`src/rtl/serial_addsub.sv`:
```
// ---------------------------------------------------------------------------
// serial_addsub
//   Bit-serial adder/subtractor. One full adder processes the operands LSB
//   first, one bit per clock, so a WIDTH-bit operation takes WIDTH cycles.
//   Subtraction is a + ~b + 1: b is inverted on capture and the carry flop
//   is preloaded with 1.
//
// Parameters
//   WIDTH      operand/result width in bits (2..32)
//
// Ports
//   clock      sole clock, rising edge
//   clear      asynchronous active-high reset
//   start      request; accepted only when not shifting
//   sub        mode captured with start: 0 = a+b, 1 = a-b
//   a, b       operands, captured with start
//   sum        registered result, held until the next completion
//   carry_out  final carry; in subtract mode 1 = no borrow (a >= b unsigned)
//   overflow   two's-complement overflow of the last completed operation
//   busy       high while bits are being shifted
//   done       single-cycle completion pulse
// ---------------------------------------------------------------------------
module serial_addsub #(
    parameter int WIDTH = 8
) (
    input  logic             clock,
    input  logic             clear,
    input  logic             start,
    input  logic             sub,
    input  logic [WIDTH-1:0] a,
    input  logic [WIDTH-1:0] b,
    output logic [WIDTH-1:0] sum,
    output logic             carry_out,
    output logic             overflow,
    output logic             busy,
    output logic             done
);

    localparam int CW = (WIDTH > 2) ? $clog2(WIDTH) : 1;

    typedef enum logic [1:0] {
        IDLE  = 2'd0,
        SHIFT = 2'd1,
        DONE  = 2'd2
    } state_t;

    state_t           state_q;
    state_t           state_d;

    logic [WIDTH-1:0] a_q;
    logic [WIDTH-1:0] b_q;
    logic             carry_q;
    logic [CW-1:0]    count_q;
    logic             msb_cin_q;

    logic             accept;
    logic             shifting;
    logic             last_bit;
    logic             msb_next;
    logic             fa_sum;
    logic             fa_carry;

    // -----------------------------------------------------------------------
    // Control decode
    // -----------------------------------------------------------------------
    assign shifting = (state_q == SHIFT);
    // start during SHIFT is ignored entirely
    assign accept   = start && !shifting;
    assign last_bit = shifting && (count_q == CW'(WIDTH - 1));
    // The adder carry out of bit WIDTH-2 is the carry into the MSB
    assign msb_next = shifting && (count_q == CW'(WIDTH - 2));

    // -----------------------------------------------------------------------
    // Single full adder on the operand LSBs
    // -----------------------------------------------------------------------
    assign fa_sum   = a_q[0] ^ b_q[0] ^ carry_q;
    assign fa_carry = (a_q[0] & b_q[0]) | (a_q[0] & carry_q) | (b_q[0] & carry_q);

    // -----------------------------------------------------------------------
    // FSM state register
    // -----------------------------------------------------------------------
    always_ff @(posedge clock or posedge clear) begin
        if (clear) begin
            state_q <= IDLE;
        end else begin
            state_q <= state_d;
        end
    end

    // -----------------------------------------------------------------------
    // FSM next-state logic
    // -----------------------------------------------------------------------
    always_comb begin
        state_d = state_q;
        case (state_q)
            IDLE: begin
                if (start) begin
                    state_d = SHIFT;
                end
            end
            SHIFT: begin
                if (last_bit) begin
                    state_d = DONE;
                end
            end
            DONE: begin
                // Back-to-back operation when start is already waiting
                if (start) begin
                    state_d = SHIFT;
                end else begin
                    state_d = IDLE;
                end
            end
            default: begin
                state_d = IDLE;
            end
        endcase
    end

    // -----------------------------------------------------------------------
    // Serial datapath: operand shift registers, carry flop, bit counter
    // -----------------------------------------------------------------------
    always_ff @(posedge clock or posedge clear) begin
        if (clear) begin
            a_q     <= '0;
            b_q     <= '0;
            carry_q <= 1'b0;
            count_q <= '0;
        end else if (accept) begin
            a_q     <= a;
            b_q     <= sub ? ~b : b;
            carry_q <= sub;
            count_q <= '0;
        end else if (shifting) begin
            // Result bits fill A from the top as operand bits leave the bottom
            a_q     <= {fa_sum, a_q[WIDTH-1:1]};
            b_q     <= {1'b0, b_q[WIDTH-1:1]};
            carry_q <= fa_carry;
            count_q <= count_q + CW'(1);
        end
    end

    // Carry into the MSB, kept for the overflow decision at completion
    always_ff @(posedge clock or posedge clear) begin
        if (clear) begin
            msb_cin_q <= 1'b0;
        end else if (msb_next) begin
            msb_cin_q <= fa_carry;
        end
    end

    // -----------------------------------------------------------------------
    // Result registers: updated only on the final shift cycle
    // -----------------------------------------------------------------------
    always_ff @(posedge clock or posedge clear) begin
        if (clear) begin
            sum       <= '0;
            carry_out <= 1'b0;
            overflow  <= 1'b0;
        end else if (last_bit) begin
            sum       <= {fa_sum, a_q[WIDTH-1:1]};
            carry_out <= fa_carry;
            overflow  <= msb_cin_q ^ fa_carry;
        end
    end

    // -----------------------------------------------------------------------
    // Status outputs decoded from the state register
    // -----------------------------------------------------------------------
    assign busy = shifting;
    assign done = (state_q == DONE);

endmodule

```
`config.mk`:
```
export PLATFORM = sky130hd
export DESIGN_NAME = serial_addsub
export DESIGN_NICKNAME = d
export VERILOG_FILES = /design/src/rtl/serial_addsub.sv
export SDC_FILE = /design/constraint.sdc
export NUM_CORES = 1
export LEC_CHECK = 0
export ABC_AREA = 0
export BUFFER_PORTS_ARGS = -buffer_cell sky130_fd_sc_hd__buf_2
export CAP_MARGIN = 5
export CORE_AREA = 2 2 56 68
export DETAILED_ROUTE_END_ITERATION = 10
export DIE_AREA = 0 0 58 70
export GPL_TIMING_DRIVEN = 0
export PLACE_DENSITY = 0.72
export SYNTH_ARGS = -nofsm -noshare
export SYNTH_HDL_FRONTEND = slang
export SYNTH_SLANG_ARGS = --single-unit
```
`constraint.sdc`:
```
create_clock -name clock -period 1.55 [get_ports clock]
set_input_delay 0.155 -clock clock [delete_from_list [all_inputs] [get_ports clock]]
set_output_delay 0.155 -clock clock [all_outputs]
set_load 0.05 [all_outputs]
```
# Word level (Yosys, flattened, before mapping)
# Index checks and enable logic that the tools add are counted.
[word_totals]
ff_bits = 33
input_bits = 20
out_inout_bits = 12
word_cells = 45
[classes]
add_sub_neg = 1
eq_ne = 6
muxes = 13
bitwise_logic = 9
reduce_logical = 7
[op_table]
columns = ["cell", "n"]
rows = [
  ["2-to-1 mux 8 bit", 5],
  ["inverter 8 bit", 1],
  ["== test 3 bit (second input constant)", 2],
  ["2-to-1 mux 3 bit", 2],
  ["case mux 2 bit (3 select lines)", 1],
  ["2-to-1 mux 2 bit", 2],
  ["adder 3 x 1 -> 3 bit (second input constant)", 1],
  ["AND 1 bit", 3],
  ["logical AND 1 bit", 3],
  ["2-to-1 mux 1 bit", 3],
  ["XOR 1 bit", 3],
  ["== test 2 x 1 -> 1 bit (second input constant)", 1],
  ["== test 2 bit (second input constant)", 1],
  ["logical NOT 2 bit", 1],
  ["inequality test 2 x 1 -> 1 bit (second input constant)", 1],
  ["inequality test 2 bit (second input constant)", 1],
  ["OR 1 bit", 2],
  ["AND reduction 2 bit", 1],
  ["nonzero test 2 bit", 1],
  ["logical NOT 1 bit", 1],
]

# Longest topological paths before layout
# Gate-level depths: netlist of the first run.
[logic_depth]
word_depth = 5
ltp_mapped = 6
mapped_depth_nobuf = 5

# Worst setup path before layout of the first run
# OpenSTA, ideal clock, no wires.
[synth_timing]
path_type = "register -> register"
start = "register count_q[0]"
end = "register carry_out"
setup_ns = 0.125
t_arrival_ns = 1.363
path_slack_ns = 0.062
path_stages_with_launch = 6
path_buffers = 1
synth_period_minus_slack_ns = 1.488
path_cell_list = "dfrtp_1 ha_1 ha_1 nand3b_1 buf_6 mux2_4"
[synth_between]
elab_chain_len = 2
[synth_lines]
columns = ["item", "line", "text"]
rows = [
  ["start, declared", "53", "logic [CW-1:0] count_q;"],
  ["start signal, assigned", "139", "count_q <= count_q + CW'(1);"],
  ["== test 3 bit", "69", "assign last_bit = shifting && (count_q == CW'(WIDTH - 1));"],
  ["logical AND 1 bit", "69", ""],
  ["end signal, assigned", "162", "carry_out <= fa_carry;"],
  ["end, declared", "33", "output logic carry_out,"],
]
# No other way between the ends.
# A chain may end at the register's enable or synchronous reset.

# Worst setup path after layout of the first run
[layout_timing]
start = "register count_q[1]"
end = "register sum[6]"
[layout_between]
elab_chain_len = 2
[layout_lines]
columns = ["item", "line", "text"]
rows = [
  ["== test 3 bit", "69", ""],
  ["logical AND 1 bit", "69", ""],
  ["end signal, assigned", "161", "sum <= {fa_sum, a_q[WIDTH-1:1]};"],
  ["end, declared", "32", "output logic [WIDTH-1:0] sum,"],
]
# No other way between the ends.

==> metrics.txt, run 1 <==
outcome complete, but fails checks; failing checks hold timing; Hold Path Class primary input to async pin; Via density roughly 5.1; CP delay by family, top flip-flops; Reg2Reg Setup Slack approximately 0.053 ns; Ports 32; CP startpoint kind register; Synth Area in Simple Gates 0.0718; area grow syn2layout 23.8%; Total Nets Final between 150 and 200; PortBufs 29; Worst Setup End Kind register; clk buf depth 2; RSZ-0062 raised after global routing yes; dominant synthesized flop cell dfrtp_1; DR vias approximately 1100; CTS tree yes; sw power 1670 uW; Worst Tran Pin Value between 0.7 and 0.8 ns; largest family of logic cells by synthesized area multiplexers; reg2reg start count_q[1]; Int Pwr 2290 uW; Ant. Diodes 0; Setup violations, final 0; Post-Synthesis Cells 132; final worst setup slack roughly 0.053 ns; crit path buf inv count 1; Multi-input gate area a little under 700 sq um; Switching Share 0.422; Initial Utilization 0.450; Crit-path slowest cell dfrtp_1; top-area cell type share of the netlist area 0.527; Final ANT Viol Nets 0; fin. max-slew vios 0; CP Data Arrival Time roughly 1.7 ns; Yosys top cell by area dfrtp_1; total die area about 4000 sq um; global-route wire length before repair 5250 um; R2R cell count 5; CP max stage delay between 0.3 and 0.4 ns; Clock power frac 0.161; Die Ht 70 um; most frequent cell after synthesis dfrtp_1; Mapped Nets approximately 160; Crit Path Class register to register; Worst Path Max Fanout 5; Sink Count 33; register bit total from synthesis 33; grt total ovfl 0; Logic pwr share 0.455; gpl congestion 0.702; proportion of layout cells with a drive suffix above 1 0.362; Mapped Area 1570 sq um; Cell Chain, Critical Path ha_2 > ha_4 > nand3b_1 > buf_6 > mux2_4; minimum clock period approximately 1.5 ns; number of global-route vias before repair around 1200; EDFF count, synth 0; Reg area a little over 800 sq um; area of the core between 3000 and 4000 sq um; total track usage 0.172; fraction of registers with async set/reset 1.00; clock skew between 0.006 and 0.007 ns; FP Rows 24; worst endpoint required time ~1.7 ns; latest clock arrival within the worst-skew pair ~0.28 ns; Final Cycle Share 0.966; H-tree depth 2; CTS Buf Count 5; final hold vios 16; cell leakage power just under 0.001 uW; Peak Freq 0.668 GHz; hold slack final -0.0143 ns; Initial DRC Count 21; wire per inst 14.2 um; reg2reg end sum[6]; Layout fillers 318; number of max-cap violations 0; largest net degree at the start of global routing 34; max_slew headroom 0.517; VDD IR max between 1000 and 1500 uV; Post-synth top cells dfrtp_1, nand2_1, o21ai_0; top cells by area, synth dfrtp_1, mux2i_1, mux2_4, o21ai_0, nand2_1; Worst-path clk slew 0.06 ns; post-synthesis sequential area ratio 0.527; Remaining DRCs 0; DRT Pass-1 Iters 4; register share of total power 0.385; # hold bufs at CTS 0; library cells used by synthesis 23; Compound-Gate Fraction of Synth Area 0.0710; Avg Inst Size Synth approximately 12 sq um; Die W between 50 and 60 um; post-synthesis adder-cell area fraction 0.0367; Power Density ~2000 nW/um^2; pre-CTS setup slack -0.0749 ns; final WL roughly 3000 um; Ys Warns 0; initial antenna violation count 0; root buffer cell clkbuf_8; Post-Synth XOR/XNOR Area 0.0503; post-DP HPWL about 2200 um; mux contribution to synthesized area 0.197
[registers in the layout, summed over array words and instances (netlist names)]
register	cells
count_q	3
sum	8
b_q	8
a_q	8
state_q	2
msb_cin_q	1
carry_out	1
carry_q	1
overflow	1
[cell usage in the layout (no fill, tap or decap), types with 2 or more instances in the layout]
| master | count |
|---|---|
| o21ai_0 | 20 |
| buf_2 | 29 |
| xor2_1 | 7 |
| mux2_2 | 3 |
| buf_6 | 3 |
| mux2_4 | 7 |
| mux2i_1 | 17 |
| dfrtp_1 | 33 |
| nand2_1 | 20 |
| xnor2_1 | 2 |
| inv_1 | 4 |
| buf_4 | 8 |
| clkbuf_8 | 6 |
[logic make-up (layout without fill, tap and decap cells)]
kind of cell	count (synthesis)	count (layout)
and+or+nand+nor	25	25
buffers and inverters	12	54
DFF	33	33
muxes	27	27
xor gates and xnor gates	9	9
AOI/OAI and AO/OA	22	22
adders and majority gates	4	4
[layer usage]
layer  wire, um  GRT usage  vias to the layer above
met5          0          0                        -
met4         73     0.0853                        0
met3        184     0.0444                        7
met2       1490      0.275                       36
met1       1280      0.212                      509
li1           -          -                      525
[timing repair]
action                                  in CTS  in global routing
setup buffers                                4                  1
gates cloned                                 1                  0
endpoints found under the setup margin       8                 10
pin swaps                                    0                  1
gates resized for setup                      2                  6
[how the worst max path moves through the flow]
stage,startpoint,endpoint,slack (ns),cells past startpoint
after floorplan,count_q[0],carry_out,0.06,5
after global placement,count_q[0],carry_out,-0.02,5
after detailed placement,count_q[0],sum[5],-0.07,5
after CTS,count_q[0],sum[7],-0.005,5
after global routing,count_q[1],sum[6],-0.02,5
final,count_q[1],sum[6],0.05,5
[power by group through the flow]
stage	Sequential (uW)	Combinational (uW)	Clock, uW
detailed placement	1540	1720	0
floorplan	1940	881	0
global route	1570	2000	688
global placement	1510	1660	0
CTS	1520	1780	654
finish	1520	1800	636
[cell type report]
cell class	count	area share
Inverter	5	0.0123
Timing Repair Buffer	36	0.115
Tap cell	39	0.0251
Clock buffer	7	0.0445
Sequential cell	33	0.426
Buffer	6	0.0245
Multi-Input combinational cell	87	0.353
[metrics by stage]
step / total power [uW] / std cells / utilization / TNS, ns / area, sq um
5_1_grt: 4260 / 213 / 0.557 / -0.0905 / 1940
3_5_place_dp: 3270 / 200 / 0.506 / -0.489 / 1760
4_1_cts: 3960 / 211 / 0.541 / -0.00882 / 1880
6_report: 3960 / 213 / 0.557 / 0 / 1940
2_1_floorplan: 2820 / 132 / - / 0 / 1570
3_3_place_gp: 3180 / 200 / 0.506 / -0.119 / 1760
Note: power is estimated with default switching activity, not from simulation.
==> run 2: changes to the inputs <==
CELL_PAD_IN_SITES_DETAIL_PLACEMENT = 0   (was default)
CELL_PAD_IN_SITES_GLOBAL_PLACEMENT = 2   (was default)
CORE_AREA = 2 2 68 83   (was 2 2 56 68)
DIE_AREA = 0 0 70 85   (was 0 0 58 70)
GPL_TIMING_DRIVEN = default   (was 0)
PLACE_DENSITY = default   (was 0.72)
PLACE_DENSITY_LB_ADDON = 0.1   (was default)
==> metrics.txt, run 2 (synthesis results as in run 1) <==
# placed instances roughly 230; largest net degree at the start of global routing 34; max_slew headroom 0.711; most common cell after layout, fill and taps aside dfrtp_1; Total Nets Final roughly 200; final WL 3070 um; CP Data Arrival Time around 1.7 ns; Final Cell Area about 1900 sq um; latest clock arrival within the worst-skew pair around 0.29 ns; Power Density roughly 2000 nW/um^2; minimum clock period 1.50 ns; placed instance area between 1500 and 2000 sq um; Worst-path clk slew approximately 0.070 ns; cell leakage power around 0.00097 uW; pre-CTS setup slack between 0.05 and 0.06 ns; PortBufs 31; Via density ~4.5; Finished Layout Cells 234; Worst Setup End Kind register; worst endpoint required time 1.72 ns; R2R cell count 5; Sink Count 33; Worst Tran Pin Value between 0.4 and 0.5 ns; post-DP HPWL approximately 2200 um; RSZ-0062 raised after global routing yes; clk buf depth 2; total track usage 0.115; Peak Freq roughly 0.67 GHz; H-tree depth 2; Largest regs a_q x8, b_q x8, sum x8; wire per inst 13.1 um; outcome finished, final reports clean; CTS tree yes; initial antenna violation count 0; Final ANT Viol Nets 0; area of the core approximately 5200 sq um; Die W approximately 70 um; WHS Path Cells 3; fin. max-slew vios 0; root buffer cell clkbuf_8; number of global-route vias before repair approximately 1100; gpl congestion roughly 0.73; final worst setup slack 0.0542 ns; Die Ht 85 um; Initial DRC Count 25; grt total ovfl 0; final hold vios 0; Ant. Diodes 0; most frequent cells in the layout dfrtp_1, buf_2, nand2_1, o21ai_0, mux2i_1; Worst Path Max Fanout 7; DRT Pass-1 Iters 3; Final Cycle Share 0.965; FP Rows 29; clock skew 0.00407 ns; Ports 32; Crit Path Class register to register; CTS Buf Count 5; number of max-cap violations 0; total die area approximately 6000 sq um; Initial Utilization 0.304; setup tns final 0 ns; DR vias around 1100; Remaining DRCs 0; proportion of layout cells with a drive suffix above 1 0.337; Hold Path Class primary input to register; area grow syn2layout 21.7%; VDD IR max 737 uV; global-route wire length before repair between 5000 and 6000 um; CP startpoint kind register; Setup violations, final 0
[run 2: timing repair]
| item | CTS | global route |
|---|---|---|
| resized for setup | 0 | 2 |
| hold buffers | 1 | 0 |
| hold endpoints to repair | 33 | 0 |
| endpoints found under the setup margin | 0 | 4 |
| setup buffers | 0 | 0 |
[run 2: where the power goes]
part           internal (uW)  switching (uW)  total [uW]  leakage [uW]
sequential              1260             260        1520      0.000404
clock                    311             316         627     0.0000450
combinational            638            1070        1710      0.000517
total                   2210            1650        3860      0.000966
[run 2: layer usage]
layer	GRT usage	share of wire	up-vias
li1	-	-	524
met2	0.184	0.48	27
met1	0.141	0.45	508
met3	0.0463	0.061	4
met4	0.0420	0.013	0
met5	0	0	-
[run 2: final cells by class]
class / count / area [sq um]
Fill cell: 530 / 3240
Sequential cell: 33 / 826
Multi-Input combinational cell: 87 / 669
Timing Repair Buffer: 39 / 233
Tap cell: 62 / 77.6
Clock buffer: 6 / 72.6
Inverter: 5 / 20.0
Clock inverter: 2 / 10.0
[run 2: final timing paths]
kind,startpoint,slack [ns],end
min in group asynchronous,clear,0.50,sum[3]
min reg2reg,b_q[4],0.49,b_q[3]
max,count_q[1],0.05,sum[0]
min,a[2],0.16,a_q[2]
max in group asynchronous,clear,0.74,b_q[1]
max reg2reg,count_q[1],0.05,sum[0]
[run 2: per-stage QoR]
stage           util  total power [uW]  hold slack (ns)
2_1_floorplan      -              2820            0.284
3_3_place_gp   0.352              3240            0.271
6_report       0.370              3860            0.159
5_1_grt        0.370              4170            0.172
3_5_place_dp   0.352              3280            0.278
4_1_cts        0.370              3920            0.157
[run 2: critical path, stage by stage, from the launching register on]
cell      delay, ns
dfrtp_1        0.40
ha_1           0.19
ha_1           0.19
nand3b_1       0.11
buf_4          0.19
mux2_4         0.31
==> run 3: changes to the inputs <==
PLACE_DENSITY = 0.82   (was default)
PLACE_DENSITY_LB_ADDON = default   (was 0.1)
==> metrics.txt, run 3 (synthesis results as in run 1) <==
outcome finished, final reports clean; Reg2Reg Setup Slack between 0.05 and 0.06 ns; post-DP HPWL 2330 um; Min-Delay Endpoint b_q[7]; Largest regs a_q x8, b_q x8, sum x8; DRT Pass-1 Iters 4; fin. max-slew vios 0; Die Ht around 85 um; H-tree depth 2; Clock power frac 0.199; worst endpoint required time between 1.5 and 2 ns; reg2reg end sum[4]; CTS tree yes; wire per inst around 13 um; VDD IR max slightly below 800 uV; area of the core slightly above 5000 sq um; Crit-path slowest cell dfrtp_1; register share of total power 0.375; total track usage 0.113; sw power between 1500 and 2000 uW; Worst Path Max Fanout 5; Int Pwr 2440 uW; most common cell after layout, fill and taps aside dfrtp_1; Ports 32; Ant. Diodes 0; Cell Chain, Critical Path ha_1 > ha_2 > nand3b_1 > buf_6 > mux2_2; grt total ovfl 0; Final ANT Viol Nets 0; proportion of layout cells with a drive suffix above 1 0.347; Peak Freq about 0.67 GHz; reg2reg start count_q[0]; Sink Count 33; number of max-cap violations 0; largest net degree at the start of global routing 34; Worst Setup End Kind register; max_slew headroom 0.635; total die area a little under 6000 sq um; Critical path origin count_q[0]; CP Data Arrival Time between 1.5 and 2 ns; clk buf depth 2; Remaining DRCs 0; # placed instances about 220; Multi-input gate area 672 sq um; CP startpoint kind register; setup tns final 0 ns; area grow syn2layout 24.2%; Power Density around 2100 nW/um^2; CP max stage delay around 0.4 ns; R2R cell count 5; Finished Layout Cells 235; crit path buf inv count 1; gpl congestion between 0.7 and 0.8; clock skew 0.00565 ns; RSZ-0062 raised after global routing no; Logic pwr share 0.426; Via density between 4 and 5; Setup violations, final 0; final WL slightly above 3000 um; Initial DRC Count 37; root buffer cell clkbuf_8; Final Cycle Share 0.965; initial antenna violation count 0; Layout fillers 510; min-delay src b[7]; PortBufs 31; latest clock arrival within the worst-skew pair approximately 0.28 ns; Crit Path Class register to register; number of global-route vias before repair 1100; most frequent cells in the layout dfrtp_1, buf_2, nand2_1, o21ai_0, mux2i_1; DR vias around 1000; FP Rows 29; Total Nets Final approximately 200; minimum clock period roughly 1.5 ns; Hold Path Class primary input to register; CP delay by family, top flip-flops; Switching Share 0.404; Reg area 826 sq um; CTS Buf Count 5; cell leakage power between 0.0009 and 0.001 uW; Worst Tran Pin Value 0.547 ns; final hold vios 0; Die W roughly 70 um; global-route wire length before repair a little over 5000 um; Worst-path clk slew around 0.070 ns; Initial Utilization 0.304; WHS Path Cells 3
## run 3: stage by stage
stage	utilization	area, sq um	total power, uW	hold slack [ns]	setup WS [ns]
2_1_floorplan	-	1570	2820	0.284	0.0618
3_3_place_gp	0.348	1790	3210	0.264	0.0696
3_5_place_dp	0.348	1790	3280	0.265	0.0134
4_1_cts	0.373	1920	4110	0.164	0.00638
5_1_grt	0.378	1950	4410	0.173	0.00474
6_report	0.378	1950	4100	0.169	0.0546
## run 3: how the worst max path moves through the flow
stage,to,slack (ns),cells after the start
2_1_floorplan,carry_out,0.06,5
3_3_place_gp,sum[0],0.07,5
3_5_place_dp,carry_out,0.01,5
4_1_cts,sum[6],0.006,5
5_1_grt,sum[4],0.005,5
6_report,sum[4],0.05,5
## run 3: final cells by class
cell class / instances / area share
clock buffers: 7 / 0.0443
clock inverters: 1 / 0.0154
inverters: 5 / 0.0103
multi-input cells: 87 / 0.345
flip-flops and latches: 33 / 0.424
well taps: 62 / 0.0398
repair buffers: 40 / 0.121
## run 3: tightest hold or removal path, cell delays in order
cell and delay (ns):
buf_2 0.08, xnor2_1 0.11, a21oi_1 0.06
## run 3: power by group through the flow
| stage | Sequential (uW) | Combinational [uW] | Clock, uW |
|---|---|---|---|
| floorplan | 1940 | 881 | 0 |
| detailed placement | 1570 | 1710 | 0 |
| global placement | 1540 | 1660 | 0 |
| CTS | 1550 | 1720 | 840 |
| global route | 1590 | 1920 | 893 |
| finish | 1540 | 1740 | 814 |
## run 3: per-layer routing
metal / routed length [um] / track usage / vias to the layer above
met1: 1340 / 0.137 / 490
met2: 1510 / 0.184 / 28
met4: 34 / 0.0367 / 0
met3: 198 / 0.0463 / 6
li1: - / - / 522
met5: 0 / 0 / -
## run 3: repair_timing
action	in CTS	in global routing
setup endpoints to repair	0	10
hold buffers	1	0
hold endpoints to repair	33	0
gates resized for setup	0	5
setup buffers	0	2
